--- config.mk ---
export PLATFORM = sky130hd
export DESIGN_NAME = ram_port_arbiter
export DESIGN_NICKNAME = d
export VERILOG_FILES = /design/src/rtl/ram_port_arbiter.sv
export SDC_FILE = /design/constraint.sdc
export NUM_CORES = 1
export LEC_CHECK = 0
export CORE_UTILIZATION = 41
export DETAILED_ROUTE_END_ITERATION = 10
export PLACE_DENSITY = 0.94
export RECOVER_POWER = 100
export SYNTH_ARGS = -nofsm -noshare
export SYNTH_HDL_FRONTEND = slang
export SYNTH_SLANG_ARGS = --single-unit
--- constraint.sdc ---
create_clock -name clk -period 2 [get_ports clk]
set_input_delay 0.4 -clock clk [delete_from_list [all_inputs] [get_ports clk]]
set_output_delay 0.4 -clock clk [all_outputs]
set_load 0.05 [all_outputs]
--- src/rtl/ram_port_arbiter.sv ---
// ram_port_arbiter
//   Round-robin arbiter and access sequencer for the write-capable port of
//   the 4 KiB dual-port data RAM. Two requesters issue byte/half/word loads
//   and stores. Each access is sequenced IDLE -> ACCESS -> DONE. Misaligned
//   requests skip ACCESS and complete with err.
//
// Ports
//   clk, rst            clock, synchronous active-high reset
//   req[1:0], we[1:0]   per-requester request and store(1)/load(0)
//   size0/1             00 byte, 01 half, 10 word, 11 misaligned
//   unsigned0/1         1 = zero-extend load, 0 = sign-extend
//   addr0/1, wdata0/1   byte address, right-justified store data
//   ack[1:0], err       one-cycle completion pulse, misaligned flag
//   rdata               extended load result, held between loads
//   ram_*               RAM port 2 controls; all zero outside ACCESS
module ram_port_arbiter #(
  parameter int ADDR_WIDTH = 12
) (
  input  logic                  clk,
  input  logic                  rst,
  input  logic [1:0]            req,
  input  logic [1:0]            we,
  input  logic [1:0]            size0,
  input  logic [1:0]            size1,
  input  logic                  unsigned0,
  input  logic                  unsigned1,
  input  logic [ADDR_WIDTH-1:0] addr0,
  input  logic [ADDR_WIDTH-1:0] addr1,
  input  logic [31:0]           wdata0,
  input  logic [31:0]           wdata1,
  output logic [1:0]            ack,
  output logic                  err,
  output logic [31:0]           rdata,
  output logic                  ram_chip_select,
  output logic                  ram_output_enable,
  output logic [3:0]            ram_write_enable,
  output logic [ADDR_WIDTH-1:0] ram_addr,
  output logic [31:0]           ram_write_data,
  input  logic [31:0]           ram_read_data
);

  typedef enum logic [1:0] {
    S_IDLE,
    S_ACCESS,
    S_DONE
  } state_t;

  state_t                state_q, state_d;
  logic                  last_grant_q, last_grant_d;
  logic                  err_pending_q, err_pending_d;
  logic                  id_q, id_d;
  logic                  we_q, we_d;
  logic [1:0]            size_q, size_d;
  logic                  uns_q, uns_d;
  logic [ADDR_WIDTH-1:0] addr_q, addr_d;
  logic [31:0]           wdata_q, wdata_d;
  logic [31:0]           rdata_q, rdata_d;

  // Winner selection and the winner's qualifiers
  logic                  win;
  logic                  sel_we;
  logic [1:0]            sel_size;
  logic                  sel_uns;
  logic [ADDR_WIDTH-1:0] sel_addr;
  logic [31:0]           sel_wdata;
  logic                  sel_aligned;

  // Load lane extraction from the combinational RAM read data
  logic [31:0]           rd_shifted;
  logic [15:0]           rd_half;
  logic [31:0]           load_val;

  always_comb begin
    // On contention the requester that did not win last time goes first.
    win       = (req == 2'b11) ? ~last_grant_q : req[1];
    sel_we    = win ? we[1]     : we[0];
    sel_size  = win ? size1     : size0;
    sel_uns   = win ? unsigned1 : unsigned0;
    sel_addr  = win ? addr1     : addr0;
    sel_wdata = win ? wdata1    : wdata0;

    case (sel_size)
      2'b00:   sel_aligned = 1'b1;
      2'b01:   sel_aligned = ~sel_addr[0];
      2'b10:   sel_aligned = (sel_addr[1:0] == 2'b00);
      default: sel_aligned = 1'b0;
    endcase
  end

  always_comb begin
    rd_shifted = ram_read_data >> {addr_q[1:0], 3'b000};
    rd_half    = addr_q[1] ? ram_read_data[31:16] : ram_read_data[15:0];
    case (size_q)
      2'b00:   load_val = {{24{~uns_q & rd_shifted[7]}}, rd_shifted[7:0]};
      2'b01:   load_val = {{16{~uns_q & rd_half[15]}}, rd_half};
      default: load_val = ram_read_data;
    endcase
  end

  always_comb begin
    state_d       = state_q;
    last_grant_d  = last_grant_q;
    err_pending_d = err_pending_q;
    id_d          = id_q;
    we_d          = we_q;
    size_d        = size_q;
    uns_d         = uns_q;
    addr_d        = addr_q;
    wdata_d       = wdata_q;
    rdata_d       = rdata_q;

    case (state_q)
      S_IDLE: begin
        if (|req) begin
          id_d          = win;
          last_grant_d  = win;
          we_d          = sel_we;
          size_d        = sel_size;
          uns_d         = sel_uns;
          addr_d        = sel_addr;
          wdata_d       = sel_wdata;
          err_pending_d = ~sel_aligned;
          state_d       = sel_aligned ? S_ACCESS : S_DONE;
        end
      end
      S_ACCESS: begin
        if (!we_q) rdata_d = load_val;
        state_d = S_DONE;
      end
      S_DONE: begin
        state_d = S_IDLE;
      end
      default: state_d = S_IDLE;
    endcase
  end

  // RAM controls depend on registered state only; rst does not gate them,
  // so a store already in ACCESS still commits at the reset edge.
  always_comb begin
    ram_chip_select   = 1'b0;
    ram_output_enable = 1'b0;
    ram_write_enable  = '0;
    ram_addr          = '0;
    ram_write_data    = '0;
    if (state_q == S_ACCESS) begin
      ram_chip_select   = 1'b1;
      ram_addr          = addr_q;
      ram_output_enable = ~we_q;
      if (we_q) begin
        ram_write_data = wdata_q;
        case (size_q)
          2'b00:   ram_write_enable = 4'b0001;
          2'b01:   ram_write_enable = 4'b0011;
          default: ram_write_enable = 4'b1111;
        endcase
      end
    end
  end

  // A reset landing in the DONE cycle withdraws that cycle's ack.
  always_comb begin
    ack = '0;
    err = 1'b0;
    if (state_q == S_DONE && !rst) begin
      ack[id_q] = 1'b1;
      err       = err_pending_q;
    end
  end

  assign rdata = rdata_q;

  always_ff @(posedge clk) begin
    if (rst) begin
      state_q       <= S_IDLE;
      last_grant_q  <= 1'b1;
      err_pending_q <= 1'b0;
      id_q          <= 1'b0;
      we_q          <= 1'b0;
      size_q        <= '0;
      uns_q         <= 1'b0;
      addr_q        <= '0;
      wdata_q       <= '0;
      rdata_q       <= '0;
    end else begin
      state_q       <= state_d;
      last_grant_q  <= last_grant_d;
      err_pending_q <= err_pending_d;
      id_q          <= id_d;
      we_q          <= we_d;
      size_q        <= size_d;
      uns_q         <= uns_d;
      addr_q        <= addr_d;
      wdata_q       <= wdata_d;
      rdata_q       <= rdata_d;
    end
  end

endmodule

## Yosys cells after proc, flatten, opt, wreduce, memory -nomap -nowiden

Cells that the tools add are included.

| operators by class | value |
|---|---|
| muxes and demuxes | 24 |
| equality and inequality tests | 7 |
| reductions and logical operators | 10 |
| shift operators | 1 |
| bitwise gates (word level) | 7 |
| $lt $le $gt $ge | 2 |

Operator list:

| operator | number |
|---|---|
| $mux W32 | 3 |
| $pmux W32 S2 | 1 |
| $shr A32 B5 Y8 | 1 |
| $mux W12 | 2 |
| $mux W16 | 1 |
| $logic_not A2 Y1 | 4 |
| $mux W2 | 4 |
| $mux W4 | 2 |
| $pmux W4 S2 | 1 |
| $mux W1 | 7 |
| $eq A2 B1 Y1 const B | 3 |
| $eq A2 B2 Y1 const B | 3 |
| $not A1 Y1 | 5 |
| $pmux W2 S2 | 1 |
| $reduce_and A2 Y1 | 2 |
| $pmux W1 S3 | 1 |
| $and A1 B1 Y1 | 2 |
| $logic_and A1 B1 Y1 | 2 |
| $lt A1 B2 Y1 const B | 1 |
| $ne A2 B2 Y1 const B | 1 |
| $reduce_or A2 Y1 | 1 |
| $demux W1 S1 | 1 |
| $ge A1 B1 Y1 const B | 1 |
| $logic_not A1 Y1 | 1 |

| storage, ports and cells | value |
|---|---|
| register bits after elaboration | 85 |
| input bits | 132 |
| output and inout port bits | 85 |

## Depth between registers and ports, before layout

| depth | value |
|---|---|
| word-level depth | 8 |
| depth in mapped cells | 8 |

## Worst setup path before layout

Ideal clock, no wire load.

| timing | value |
|---|---|
| path type | register to output |
| start | register state_q[0] |
| end | output port ram_write_enable[1] |
| cell stages (with the launch flop) | 5 |
| path slack | -0.446 ns |
| arrival time | 2.046 ns |
| required time | 1.600 ns |
| path through | dfxtp_1 nor2b_2 clkbuf_1 and2_1 nor2b_1 |

| between the ends | value |
|---|---|
| word-level cells in the longest chain between the ends | 2 |

Ends and longest elaborated chain:

| item | line | RTL |
|---|---|---|
| from (decl) | 48 | `state_t state_q, state_d;` |
| from (signal assigned) | 185 | `state_q <= state_d;` |
| $eq A2 B1 Y1 | 145 | `if (state_q == S_ACCESS) begin` |
| $mux W4 | 145 |  |
| to (decl) | 36 | `output logic [3:0] ram_write_enable,` |

No other way between the ends.

## Worst setup path after layout

| timing | value |
|---|---|
| start | register rdata_q[10] (netlist: rdata[10]) |
| end | output port rdata[10] |

RTL lines:

| item | line | RTL |
|---|---|---|
| from (decl) | 57 | `logic [31:0] rdata_q, rdata_d;` |
| from (signal assigned) | 194 | `rdata_q <= rdata_d;` |
| to (decl) | 33 | `output logic [31:0] rdata,` |

No word-level cell between the ends.

==> results.py <==
metrics = {
    "pwr": {
        "power_w": 0.00502,
        "leakagePower_nw": 3.00,
        "peakVddDrop_mv": 0.380,
        "p_per_area_mw_per_mm2": 671,
    },
    "route": {
        "wl_per_cell_um": 18.6,
        "wl_met3_um": 1260,
        "dr_wl_met2_um": 7880,
        "vias": 4724,
        "drt-met1-wl_um": 5800,
        "wirelength_um": 15600,
        "ant_nets": 0,
        "drt_iter0_markers": 221,
        "top_layer": "met4",
        "dr.pass1.iters": 6,
        "drc_errors": 0,
        "vias_per_cell": 5.60,
    },
    "die": {
        "core-area_mm2": 0.0103,
        "die_h_um": 105,
        "fp.dieArea_mm2": 0.0110,
        "chipWidth_um": 105,
        "start_util_pct": 42.2,
        "num_rows": 37,
        "ios": 217,
    },
    "placement": {
        "gp_routability_congestion": 0.968,
        "dp.cells": 826,
        "placed_cell_area_mm2": 0.00724,
        "dp_hpwl_um": 12000,
        "io_buffers": 216,
    },
    "synthesis": {
        "ys_seq_area_share_pct": 39.3,
        "synth_top_cell_area_share_pct": 39.3,
        "avgSynthCellArea_um2": 8.77,
        "yosysTopAreaCell": "dfxtp_1",
        "synth.distinct_cells": 41,
        "synth_warnings": 0,
        "syn_inst": 494,
        "syn-num-nets": 626,
        "syn_area_mm2": 0.00433,
        "ys_ff_latch": 85,
        "ys_top_cells_by_area": "dfxtp_1 (39%), mux2i_1 (12%), a211oi_1 (9.4%)",
    },
    "critical_path": {
        "cp_slowest_cell": "clkdlybuf4s50_1",
        "endpoint_kind": "output port",
        "required_ns": 1.60,
        "reg2reg_depth": 6,
        "endpoint": "rdata[10]",
        "arrival_ns": 1.54,
        "crit_family": "buffers and inverters",
        "critPathBufInv": 1,
        "worst_setup_path_start_kind": "register",
        "r2r_start": "state_q[0]$_SDFFE_PP0P_",
        "crit_cells": 1,
        "crit_start": "rdata[10]$_SDFFE_PP0P_",
        "crit_chain": "clkdlybuf4s50_1",
        "crit_fanout": 2,
        "r2r_end": "rdata[10]$_SDFFE_PP0P_",
        "cpPeakStageDelay_ns": 0.82,
        "r2r_slack_ns": 0.14,
        "crit_type": "register to output port",
    },
    "global_route": {
        "grt_start_max_net_pins": 77,
        "grt.total_usage_pct": 28.7,
        "grt_overflow": 0,
        "grt_pass1_vias": 4871,
        "antenna_found_initial": 0,
        "grt_pass1_wl_um": 24600,
    },
    "timing": {
        "final.min_clock_period_ns": 1.94,
        "rsz0062_at_grt": "yes",
        "fmax_ghz": 0.517,
        "relSlewSlack_pct": 59.4,
        "finalClockSkew_ns": 0.0110,
        "timing.hold.ws_ns": 0.470,
        "hold_viol_final": 0,
        "period_share_pct": 96.8,
        "setup_violations": 0,
        "slew_violations": 0,
        "worst_slew_pin_slew_ns": 0.611,
    },
    "cts": {
        "clkSlewWorstSetupHoldPaths_ns": 0.08,
        "clkSinkCount": 85,
        "cts_buffers": 9,
        "cts_tree": "done",
        "cts_max_path_buffers": 2,
        "clock_latency_ns": 0.35,
        "htreeDepth": 3,
        "cts_root_buffer": "clkbuf_8",
    },
    "final_layout": {
        "syn2layout_area_growth_pct": 72.9,
        "final_util_pct": 72.9,
        "diodes": 0,
        "drive_gt1_share_pct": 18.7,
        "stdcell_count": 843,
        "nets": 836,
        "final_cell_area_mm2": 0.00749,
    },
    "run_status": {
        "status": "finished clean",
    },
    "hold_path": {
        "hold_class": "register to register",
    },
    "flow_run": {
        "cap_violations": 0,
    },
}
-- worst reg2reg max path, stage by stage, from the launching register on --
cell and delay, ns:
dfxtp_4 0.36, nor2b_4 0.18, buf_6 0.14, nand2b_2 0.07, clkbuf_2 0.30, nor3_2 0.48
a211oi_1 0.18
-- cell families after synthesis --
| group | Yosys count | synth area share, % |
|---|---|---|
| AND/OR/NAND/NOR | 164 | 20.5 |
| multiplexers | 59 | 14.1 |
| flip-flops | 85 | 39.3 |
| AO/OA/AOI/OAI | 134 | 20.9 |
| buffers and inverters | 52 | 5.17 |
-- sequential cells by signal (all words and copies together) (netlist names) --
name,cells
addr_q,12
size_q,2
wdata_q,32
uns_q,1
state_q,2
rdata,32
id_q,1
we_q,1
err_pending_q,1
last_grant_q,1
-- Yosys cell counts --
master and instances:
dfxtp_1 85, and3_1 49, nor3_1 2, a21oi_1 26, a221oi_1 1, nand2b_1 1
inv_1 2, a31oi_1 2, nand2b_2 1, nor2b_1 3, mux2i_1 50, nand2_1 13
inv_2 1, or3_1 1, mux4_2 1, nand3b_1 10, nor3b_1 1, nor3_2 2
a211oi_2 1, mux2_2 8, buf_4 2, a21boi_1 1, and2_1 15, o21ai_0 23
nand3_1 1, a211oi_1 54, nor3_4 1, or4_1 1, o21ai_1 2, o21a_1 4
nor3b_2 2, buf_1 2, buf_2 17, a32oi_1 7, nor2_1 60, a21o_1 1
nor2b_2 1, o22ai_1 3, clkbuf_1 28, o2111ai_2 1, a22o_1 8
-- cell type report --
type	instances	area (um2)
timing repair buffer	248	2950
fill	738	2790
multi-input combinational	357	2470
sequential	85	1710
tap	136	170
clock buffer	12	145
clock inverter	2	35.0
inverter	3	11.3
-- stage by stage --
step | setup TNS (ns) | setup slack, ns
after floorplan | -0.705 | -0.0838
after detailed placement | -3.33 | -0.147
after global placement | -1.31 | -0.0626
after CTS | 0 | 0.00700
after global routing | -0.0121 | -0.00509
final | 0 | 0.0648
-- cells in the final DEF (no fill, tap or decap), types with 10 or more instances in the layout --
master	synthesis	routed
a211oi_1	54	55
a21oi_1	26	26
and2_1	15	14
and3_1	49	38
buf_12	0	56
buf_4	2	24
clkbuf_8	0	10
clkdlybuf4s50_1	0	159
dfxtp_1	85	82
mux2i_1	50	50
nand2_1	13	13
nand3b_1	10	10
nor2_1	60	60
o21ai_0	23	23
-- worst min path at each step --
stage	to	slack, ns	cells past startpoint	startpoint
global placement	id_q$_SDFFE_PP0P_	0.45	2	id_q$_SDFFE_PP0P_
floorplan	last_grant_q$_SDFFE_PP1P_	0.44	2	last_grant_q$_SDFFE_PP1P_
finish	id_q$_SDFFE_PP0P_	0.47	2	id_q$_SDFFE_PP0P_
CTS	id_q$_SDFFE_PP0P_	0.47	2	id_q$_SDFFE_PP0P_
global route	id_q$_SDFFE_PP0P_	0.51	2	id_q$_SDFFE_PP0P_
detailed placement	id_q$_SDFFE_PP0P_	0.46	2	id_q$_SDFFE_PP0P_
-- per-layer routing --
layer / vias to the layer above / GRT usage (%)
met1: 2174 / 30.9
met5: - / 0
met2: 267 / 51.4
li1: 2229 / -
met4: 0 / 16.4
met3: 54 / 6.49
-- power breakdown --
group          total (W)  switching, W  internal [W]
registers        0.00206      0.000156       0.00191
logic            0.00177      0.000960      0.000811
clock network    0.00119      0.000593      0.000598
total            0.00502       0.00171       0.00332
-- timing repair --
| item | in CTS | in global routing |
|---|---|---|
| buffers inserted | 2 | 1 |
| hold buffers | 0 | 0 |
| setup endpoints to repair | 42 | 35 |
| endpoints found under the hold margin | 0 | 0 |
| resized for setup | 13 | 8 |
| cloned | 0 | 0 |
Note: power is estimated with default switching activity, not from simulation.
